--- src/rtl/mem_arb_pkg.sv ---
// Shared types and constants for the two-requester memory port arbiter.
package mem_arb_pkg;
  localparam int AW             = 32;
  localparam int DW             = 32;
  localparam int MEM_RD_LATENCY = 1;

  typedef enum logic [1:0] {IDLE, GNT_CPU, GNT_LDR} arb_state_t;
  typedef enum logic {REQ_CPU, REQ_LDR} req_id_t;

  typedef struct packed {
    logic          wr;
    logic [AW-1:0] addr;
    logic [DW-1:0] wdata;
  } mem_cmd_t;
endpackage

--- src/rtl/mem_arb_pick.sv ---
// Combinational winner selection; on a tie the requester that did not win last time goes first.
module mem_arb_pick
  import mem_arb_pkg::*;
(
  input  logic    cpu_req,
  input  logic    ldr_req,
  input  req_id_t last_win,
  output logic    any_req,
  output req_id_t winner
);
  always_comb begin
    any_req = cpu_req | ldr_req;
    winner  = REQ_CPU;
    if (cpu_req && ldr_req) winner = (last_win == REQ_CPU) ? REQ_LDR : REQ_CPU;
    else if (ldr_req)       winner = REQ_LDR;
  end
endmodule

--- src/rtl/mem_port_arbiter.sv ---
// Arbitrates CPU and loader onto one single-port memory, one access per cycle.
// Define MEM_ARB_FAIR_EN for round-robin ties; otherwise the CPU always wins ties.
module mem_port_arbiter
  import mem_arb_pkg::*;
(
  input  logic          Clk,
  input  logic          reset,
  input  logic          cpu_req,
  input  logic          cpu_wr,
  input  logic [AW-1:0] cpu_addr,
  input  logic [DW-1:0] cpu_wdata,
  output logic          cpu_gnt,
  output logic          cpu_rvalid,
  output logic [DW-1:0] cpu_rdata,
  input  logic          ldr_req,
  input  logic          ldr_wr,
  input  logic [AW-1:0] ldr_addr,
  input  logic [DW-1:0] ldr_wdata,
  output logic          ldr_gnt,
  output logic          ldr_rvalid,
  output logic [DW-1:0] ldr_rdata,
  output logic [AW-1:0] mem_addr,
  output logic          mem_wr,
  output logic [DW-1:0] mem_wdata,
  input  logic [DW-1:0] mem_rdata
);
  arb_state_t state, state_nxt;
  req_id_t    last_win, winner;
  logic       any_req, rd_go;
  mem_cmd_t   cmd_q;
  logic [MEM_RD_LATENCY:1] vld_pipe, ldr_pipe;
  logic [DW-1:0] cpu_rdata_q, ldr_rdata_q;

  mem_arb_pick u_pick (
    .cpu_req (cpu_req),
    .ldr_req (ldr_req),
    .last_win(last_win),
    .any_req (any_req),
    .winner  (winner)
  );

`ifdef MEM_ARB_FAIR_EN
  // Reset value "loader won last" hands the first tie to the CPU.
  always_ff @(posedge Clk or posedge reset)
    if (reset)        last_win <= REQ_LDR;
    else if (any_req) last_win <= winner;
`else
  assign last_win = REQ_LDR;
`endif

  always_ff @(posedge Clk or posedge reset)
    if (reset) state <= IDLE;
    else       state <= state_nxt;

  always_comb begin
    state_nxt = IDLE;
    if (any_req) state_nxt = (winner == REQ_LDR) ? GNT_LDR : GNT_CPU;
  end

  always_comb begin
    cpu_gnt = (state == GNT_CPU);
    ldr_gnt = (state == GNT_LDR);
    mem_wr  = (state != IDLE) && cmd_q.wr;
    rd_go   = (state != IDLE) && !cmd_q.wr;
  end

  // Address/data hold through IDLE; only mem_wr is qualified by state.
  always_ff @(posedge Clk or posedge reset)
    if (reset)        cmd_q <= '0;
    else if (any_req) cmd_q <= (winner == REQ_LDR) ? mem_cmd_t'{ldr_wr, ldr_addr, ldr_wdata}
                                                   : mem_cmd_t'{cpu_wr, cpu_addr, cpu_wdata};

  assign mem_addr  = cmd_q.addr;
  assign mem_wdata = cmd_q.wdata;

  // Read-return tracking; a reset drops any read still in flight.
  always_ff @(posedge Clk or posedge reset)
    if (reset) begin
      vld_pipe <= '0;
      ldr_pipe <= '0;
    end else begin
      vld_pipe[1] <= rd_go;
      ldr_pipe[1] <= (state == GNT_LDR);
      for (int i = 2; i <= MEM_RD_LATENCY; i++) begin
        vld_pipe[i] <= vld_pipe[i-1];
        ldr_pipe[i] <= ldr_pipe[i-1];
      end
    end

  assign cpu_rvalid = vld_pipe[MEM_RD_LATENCY] & ~ldr_pipe[MEM_RD_LATENCY];
  assign ldr_rvalid = vld_pipe[MEM_RD_LATENCY] &  ldr_pipe[MEM_RD_LATENCY];

  always_ff @(posedge Clk or posedge reset)
    if (reset) begin
      cpu_rdata_q <= '0;
      ldr_rdata_q <= '0;
    end else begin
      if (cpu_rvalid) cpu_rdata_q <= mem_rdata;
      if (ldr_rvalid) ldr_rdata_q <= mem_rdata;
    end

  assign cpu_rdata = cpu_rvalid ? mem_rdata : cpu_rdata_q;
  assign ldr_rdata = ldr_rvalid ? mem_rdata : ldr_rdata_q;
endmodule

--- config.mk ---
export PLATFORM = sky130hd
export DESIGN_NAME = mem_port_arbiter
export DESIGN_NICKNAME = d
export VERILOG_FILES = /design/src/rtl/mem_arb_pkg.sv /design/src/rtl/mem_arb_pick.sv /design/src/rtl/mem_port_arbiter.sv
export SDC_FILE = /design/constraint.sdc
export NUM_CORES = 1
export LEC_CHECK = 0
export BUFFER_PORTS_ARGS = -buffer_cell sky130_fd_sc_hd__buf_2
export CAP_MARGIN = 0
export CORE_AREA = 10 10 143 118
export DETAILED_ROUTE_END_ITERATION = 12
export DIE_AREA = 0 0 153 128
export PLACE_DENSITY = 0.77
export SLEW_MARGIN = 20
export SYNTH_ARGS = -nofsm -noshare
export SYNTH_HDL_FRONTEND = slang
export SYNTH_SLANG_ARGS = --single-unit
--- constraint.sdc ---
create_clock -name Clk -period 5.2 [get_ports Clk]
set_input_delay 0.52 -clock Clk [delete_from_list [all_inputs] [get_ports Clk]]
set_output_delay 0.52 -clock Clk [all_outputs]
set_load 0.05 [all_outputs]
==> qor.tcl, run 1 <==
set qor(cts_setup_buffers) 0
set qor(wire_length_of_the_first_global_routing_pass_um) 25420
set qor(worst_slew_pin_slew_ns) 1.119
set qor(power.combinational.fraction) 0.326
set qor(synthDominantAreaCellType) {sky130_fd_sc_hd__dfrtp_1}
set qor(cts-root-buf) {sky130_fd_sc_hd__clkbuf_16}
set qor(vias_in_the_first_global_route) 4615
set qor(synthesis.nets) 663
set qor(arrival_ns) 2.06
set qor(route.final.wire_length_um) 16170
set qor(skew_ns) 0.007147
set qor(routabilityCongestion) 0.7768
set qor(synth.ff_latch_count) 133
set qor(die_h_um) 128
set qor(port-buffer-count) 298
set qor(total_power_mw) 3.625
set qor(power.switching_fraction) 0.3743
set qor(groute.usage.overall) 0.1618
set qor(grt-ovfl-total) 0
set qor(path_max_fanout) 33
set qor(worstSkewPairLatency_ns) 0.41
set qor(syn2layout_area_growth_pct) 25.85
set qor(worstRegToRegCells) 2
set qor(worstHoldPathType) {in -> async}
set qor(clkTransAtPathRegs_ns) 0.06
set qor(crit_slowest_cell) {sky130_fd_sc_hd__nand2_2}
set qor(cts_tree) {yes}
set qor(max-cap-violations) 0
set qor(p_per_area_mw_per_mm2) 465.7
set qor(outcome) {finished, final reports clean}
set qor(upper_clock_frequency_limit_ghz) 0.3871
set qor(timing.critical_path.cells) {nand2_2 -> mux2_2 -> buf_2}
set qor(pleak_nw) 4.133
set qor(worst_case_vdd_ir_drop_uv) 285.0
set qor(yosys.area.top_type_share) 0.5380
set qor(layout_worst_path_cycle_share) 0.4968
set qor(cts_resized) 0
set qor(drt.antenna.violating_nets) 0
set qor(cp_top_family) {simple AND/OR/NAND/NOR gates}
set qor(core_area_mm2) 0.01405
set qor(critPathRequiredTime_ns) 4.68
set qor(finalNetCount) 889
set qor(number_of_antenna_violations_at_the_first_check_in_global_routing) 1
set qor(grt_start_max_net_pins) 83
set qor(sequential_element_share_of_the_synthesized_area) 0.5380
set qor(drc) 0
set qor(setup.worst_path.end_class) {primary output}
set qor(initial_core_util) 0.4402
set qor(max-clock-path-buffers) 2
set qor(post_synthesis_average_cell_area_um2) 12.45
set qor(fp.dieW_um) 153
set qor(mappedNetlistArea_mm2) 0.006186
set qor(crit-reg2reg-launch) {vld_pipe$_DFF_PP0_}
set qor(synth.lib_cells_used.distinct) 18
set qor(netlist_top_cells_area) {sky130_fd_sc_hd__dfrtp_1, sky130_fd_sc_hd__mux2i_1, sky130_fd_sc_hd__buf_4}
set qor(dieArea_mm2) 0.01958
set qor(seqPwrFrac) 0.346
set qor(power.net_switching_mw) 1.357
set qor(grt_setup_unrepaired) {no}
set qor(drt-initial-drc-count) 179
set qor(pin_count) 299
set qor(postCtsHoldBufs) 0
set qor(slew-limit-headroom) 0.2539
set qor(n_antenna_cell) 0
set qor(cts.sink_count) 133
set qor(cts_inserted_buffers) 17
set qor(min_period_ns) 2.583
set qor(most_common_cell_after_layout_fill_and_taps_aside) {sky130_fd_sc_hd__buf_2}
set qor(layout.cells.most_common_list) {sky130_fd_sc_hd__buf_2, sky130_fd_sc_hd__dfrtp_1, sky130_fd_sc_hd__mux2i_1, sky130_fd_sc_hd__nand2_1, sky130_fd_sc_hd__o21ai_1}
set qor(final-hold-violation-count) 0
set qor(critPathBufInv) 1
set qor(p_int_mw) 2.268
set qor(placementRows) 39
set qor(critical_path.reg2reg.endpoint) {ldr_rdata_q[20]$_DFF_PP0_}
set qor(finalMaxSlewViolations) 0
set qor(reg2reg_slack_ns) 3.64
set qor(ctsHtreeMaxLevel) 4
set qor(detail_route.wl_per_cell_um) 17.59
set qor(drt-vias-per-instance) 4.621
set qor(share_clk_of_total_power) 0.328
set qor(post-route-util) 0.5540
set qor(synth_warnings) 0
set qor(summed_negative_setup_slack_over_all_endpoints_ns) 0
set qor(drtPass1Iterations) 4
set qor(vias) 4247
set qor(post_route_cells_drive_above_1_share) 0.5415
set qor(synthCells) 497
set qor(setup_violations_final) 0
set qor(cp_slowest_stage_delay_ns) 0.57
set qor(setup.worst_path.class) {reg -> out}
set qor(hpwl_um) 12320
set qor(worst_setup_path_start_kind) {flip-flop}
## sequential cells by signal (all words and copies together), names as in the netlist
signal,cells
ldr_rdata_q,32
vld_pipe,1
cmd_q,1
state,2
ldr_pipe,1
cpu_rdata_q,32
mem_wdata,32
mem_addr,32
## metrics by stage
stage                     std cells  setup WS (ns)  cell area [um2]  hold slack, ns
after detailed placement        888          2.995             7193          0.4457
after CTS                       919          2.555             7785          0.1301
final                           919          2.617             7785          0.1267
after global placement          888          3.057             7193          0.4393
after global routing            919          2.485             7785          0.1447
after floorplan                 497          1.126             6186          0.4170
## layout make-up
class	count	area (um2)
Timing Repair Buffer	301	1519
Inverter	3	13.76
Fill cell	1240	6269
Tap cell	184	230.2
Sequential cell	133	3328
Multi-Input combinational cell	267	2102
Clock buffer	21	470.5
Clock inverter	10	121.4
## cell usage after synthesis (all sizes together)
cell      n
nand2    66
buf      86
nor2b     4
dfrtp   133
mux2i    65
nor2      2
o21ai    65
mux2     64
nand2b    1
inv       3
clkbuf    8
## cells by family after synthesis
| family | Yosys count | share of synthesized area |
|---|---|---|
| flip-flops | 133 | 0.5380 |
| multiplexers | 129 | 0.2393 |
| buffers and inverters | 97 | 0.1222 |
| AND/OR/NAND/NOR | 73 | 0.04794 |
| AO/OA/AOI/OAI | 65 | 0.05259 |
## per-layer routing
| layer | wire, um | vias up | track usage |
|---|---|---|---|
| li1 | - | 2065 | - |
| met1 | 6736 | 1961 | 0.1927 |
| met2 | 7644 | 206 | 0.2527 |
| met3 | 1551 | 15 | 0.07646 |
| met4 | 237 | 0 | 0.05655 |
| met5 | 0 | - | 0 |
## worst max-delay path by stage
stage / slack [ns] / start / end / cells after the start
floorplan: 1.13 / reset / cmd_q[64]$_DFFE_PP0P_ / 1
global placement: 3.06 / vld_pipe$_DFF_PP0_ / ldr_rdata[15] / 3
detailed placement: 2.99 / vld_pipe$_DFF_PP0_ / ldr_rdata[24] / 3
CTS: 2.56 / vld_pipe$_DFF_PP0_ / ldr_rdata[20] / 3
global route: 2.49 / vld_pipe$_DFF_PP0_ / ldr_rdata[27] / 3
finish: 2.62 / vld_pipe$_DFF_PP0_ / ldr_rdata[20] / 3
## power groups by stage
stage | Sequential [mW] | Combinational, mW | Clock, mW
after floorplan | 1.25 | 0.999 | 0
after global placement | 1.27 | 1.17 | 0
after detailed placement | 1.27 | 1.19 | 0
after CTS | 1.26 | 1.20 | 1.22
after global routing | 1.28 | 1.24 | 1.27
final | 1.25 | 1.18 | 1.19
Power figures use the tool's default switching activity.
==> inputs of run 2 (changes only) <==
- CORE_AREA: 10 10 143 118 -> 10 10 147 122
- DIE_AREA: 0 0 153 128 -> 0 0 157 132
- PLACE_DENSITY: 0.77 -> 0.76
- clock period: 5.2 -> 2.3 ns (I/O delays scaled with it)
==> run 2 against run 1 <==
  * Sequential power up 130%
  * Clock power up 140%
  * Utilization down 2.0 points
  * Sequential cell count unchanged
  * Global-route usage down 0.31 points
  * Critical path depth unchanged
  * Die area up 5.8%
  * Sequential share of layout area down 0.80 points
  * Critical endpoint is now cpu_rdata[31]
  * Cell count up 1.3%
  * Clock skew down 0.00066 ns
==> qor.tcl, run 2 (synthesis gave the netlist of run 1 again) <==
set qor(outcome) {finished, final reports clean}
set qor(grt_start_max_net_pins) 79 ;# -4.8%
set qor(critical_path.reg2reg.endpoint) {cpu_rdata_q[31]$_DFF_PP0_}
set qor(worstHoldPathType) {in -> reg}
set qor(n_antenna_cell) 0 ;# unchanged
set qor(post-route-util) 0.5337 ;# -0.02028
set qor(finalNetCount) 895 ;# +0.67%
set qor(drt-vias-per-instance) 4.585 ;# -0.78%
set qor(upper_clock_frequency_limit_ghz) 0.4552
set qor(clkTransAtPathRegs_ns) 0.06 ;# about the same
set qor(drt-initial-drc-count) 149 ;# -17%
set qor(highest-signal-layer) {met4}
set qor(cts.sink_count) 133 ;# unchanged
set qor(vias_in_the_first_global_route) 4720 ;# +2.3%
set qor(drtPass1Iterations) 4 ;# unchanged
set qor(cts_tree) {yes}
set qor(drt.antenna.violating_nets) 0 ;# unchanged
set qor(die_h_um) 132 ;# +3.1%
set qor(detailroute.wirelength.met3_um) 1528 ;# -1.5%
set qor(path_max_fanout) 33 ;# unchanged
set qor(postCtsHoldBufs) 1 ;# +1
set qor(worst_case_vdd_ir_drop_uv) 381.7 ;# +34%
set qor(hpwl_um) 12750 ;# +3.4%
set qor(worstRegToRegCells) 2 ;# unchanged
set qor(crit-reg2reg-launch) {vld_pipe$_DFF_PP0_}
set qor(ctsHtreeMaxLevel) 4 ;# unchanged
set qor(finalMaxSlewViolations) 0 ;# unchanged
set qor(wire_length_of_the_first_global_routing_pass_um) 26150 ;# +2.9%
set qor(worst_setup_path_start_kind) {flip-flop}
set qor(pleak_nw) 4.199 ;# +1.6%
set qor(grt-ovfl-total) 0 ;# unchanged
set qor(detail_route.wl_per_cell_um) 17.97 ;# +2.1%
set qor(route.final.wire_length_um) 16730 ;# +3.5%
set qor(routabilityCongestion) 0.7666 ;# -1.3%
set qor(most_common_cell_after_layout_fill_and_taps_aside) {sky130_fd_sc_hd__buf_2}
set qor(vias) 4269 ;# +0.52%
set qor(number_of_antenna_violations_at_the_first_check_in_global_routing) 0 ;# -1
set qor(grt_setup_unrepaired) {no}
set qor(wl_met1_um) 6966 ;# +3.4%
set qor(skew_ns) 0.006492 ;# -0.0006555 ns
set qor(min_period_ns) 2.197
set qor(syn2layout_area_growth_pct) 28.24
set qor(fillCellCount) 1272 ;# +2.6%
set qor(summed_negative_setup_slack_over_all_endpoints_ns) 0 ;# unchanged
set qor(final-hold-violation-count) 0 ;# unchanged
set qor(setup_violations_final) 0 ;# unchanged
set qor(reg2reg_slack_ns) 0.84 ;# -2.80 ns
set qor(placementRows) 40 ;# +2.6%
set qor(beginning_of_the_worst_hold_path) {cpu_addr[13]}
set qor(cts-root-buf) {sky130_fd_sc_hd__clkbuf_16}
set qor(port-buffer-count) 298 ;# unchanged
set qor(cts_resized) 0 ;# unchanged
set qor(max-cap-violations) 0 ;# unchanged
set qor(layout.cells.most_common_list) {sky130_fd_sc_hd__buf_2, sky130_fd_sc_hd__dfrtp_1, sky130_fd_sc_hd__mux2i_1, sky130_fd_sc_hd__nand2_1, sky130_fd_sc_hd__o21ai_1}
set qor(p_per_area_mw_per_mm2) 1064 ;# +130%
set qor(worst_slew_pin_slew_ns) 0.6718 ;# -0.4473 ns
set qor(drc) 0 ;# unchanged
set qor(arrival_ns) 1.97 ;# -0.09 ns
set qor(core_area_mm2) 0.01486 ;# +5.8%
set qor(routed-wl-met2_um) 8077 ;# +5.7%
set qor(pin_count) 299 ;# unchanged
set qor(cts_setup_buffers) 0 ;# unchanged
set qor(initial_core_util) 0.4162 ;# -0.02401
set qor(critPathRequiredTime_ns) 2.07 ;# -2.61 ns
set qor(max-clock-path-buffers) 2 ;# unchanged
set qor(worstSkewPairLatency_ns) 0.41 ;# about the same
set qor(crit_path_end) {cpu_rdata[31]}
set qor(layout_worst_path_cycle_share) 0.9551
set qor(setup.worst_path.end_class) {primary output}
set qor(fp.dieW_um) 157 ;# +2.6%
set qor(groute.usage.overall) 0.1587 ;# -0.003065
set qor(cts_inserted_buffers) 17 ;# unchanged
set qor(startpoint) {vld_pipe$_DFF_PP0_}
set qor(slew-limit-headroom) 0.5512 ;# +0.2973
set qor(post_route_cells_drive_above_1_share) 0.5458 ;# +0.004326
set qor(dieArea_mm2) 0.02072 ;# +5.8%
set qor(setup.worst_path.class) {reg -> out}
==> run 2: cell count changes in the layout (fill, tap and decap cells not counted) <==
cell                            before  now
sky130_fd_sc_hd__dlygate4sd3_1       0    1
sky130_fd_sc_hd__inv_6               2    5
sky130_fd_sc_hd__clkinvlp_4          1    2
sky130_fd_sc_hd__clkbuf_1            1    0
sky130_fd_sc_hd__buf_4               5    6
sky130_fd_sc_hd__inv_4               1    0
sky130_fd_sc_hd__clkbuf_8            3    1
sky130_fd_sc_hd__bufinv_16           2    4
sky130_fd_sc_hd__buf_12              0    4
sky130_fd_sc_hd__clkinv_4            3    1
sky130_fd_sc_hd__clkinv_2            2    3
==> run 2: power by group <==
group	internal, mW	leakage (nW)	switching (mW)	total [mW]
Combinational	0.745	2.31	1.95	2.70
Clock	1.86	0.312	1.04	2.90
Sequential	2.71	1.58	0.134	2.84
Total	5.31	4.20	3.13	8.44
==> run 2: per-layer routing <==
metal / track usage / up-vias
li1: - / 2076
met1: 0.1864 / 1993
met2: 0.2603 / 188
met3: 0.06556 / 12
met4: 0.04293 / 0
met5: 0 / -
==> run 2: final cells by class <==
type / count / area (um2) / area share
clock buffer: 18 / 439.2 / 0.05536
clock inverter: 14 / 195.2 / 0.02461
tap: 189 / 236.5 / 0.02981
inverter: 3 / 15.01 / 0.001893
timing repair buffer: 307 / 1617 / 0.2038
multi-input combinational: 267 / 2102 / 0.2650
sequential: 133 / 3328 / 0.4196
==> run 2: critical path: stages, from the launching register on <==
cell and delay (ns):
sky130_fd_sc_hd__dfrtp_1 0.41, sky130_fd_sc_hd__nand2b_4 0.48, sky130_fd_sc_hd__mux2_2 0.42, sky130_fd_sc_hd__buf_2 0.21
==> run 2: worst min-delay path by stage <==
| stage | end | slack [ns] | cells after the start |
|---|---|---|---|
| global route | mem_addr[25]$_DFFE_PP0P_ | 0.01 | 3 |
| finish | mem_addr[13]$_DFFE_PP0P_ | 0.03 | 3 |
| floorplan | mem_addr[0]$_DFFE_PP0P_ | 0.35 | 2 |
| detailed placement | cpu_rdata_q[3]$_DFF_PP0_ | 0.37 | 2 |
| CTS | mem_addr[6]$_DFFE_PP0P_ | 0.009 | 3 |
| global placement | ldr_rdata_q[3]$_DFF_PP0_ | 0.36 | 2 |
==> run 2: stage by stage <==
step	instance area, um2	total power, mW	hold WS, ns	worst slack [ns]	cells
global placement	7288	5.537	0.3646	0.5335	898
detailed placement	7288	5.588	0.3653	0.5154	898
CTS	7933	8.550	0.008853	0.07268	931
global route	7933	8.802	0.01471	0.02107	931
floorplan	6190	5.096	0.3510	0.4188	497
finish	7933	8.444	0.02698	0.1032	931
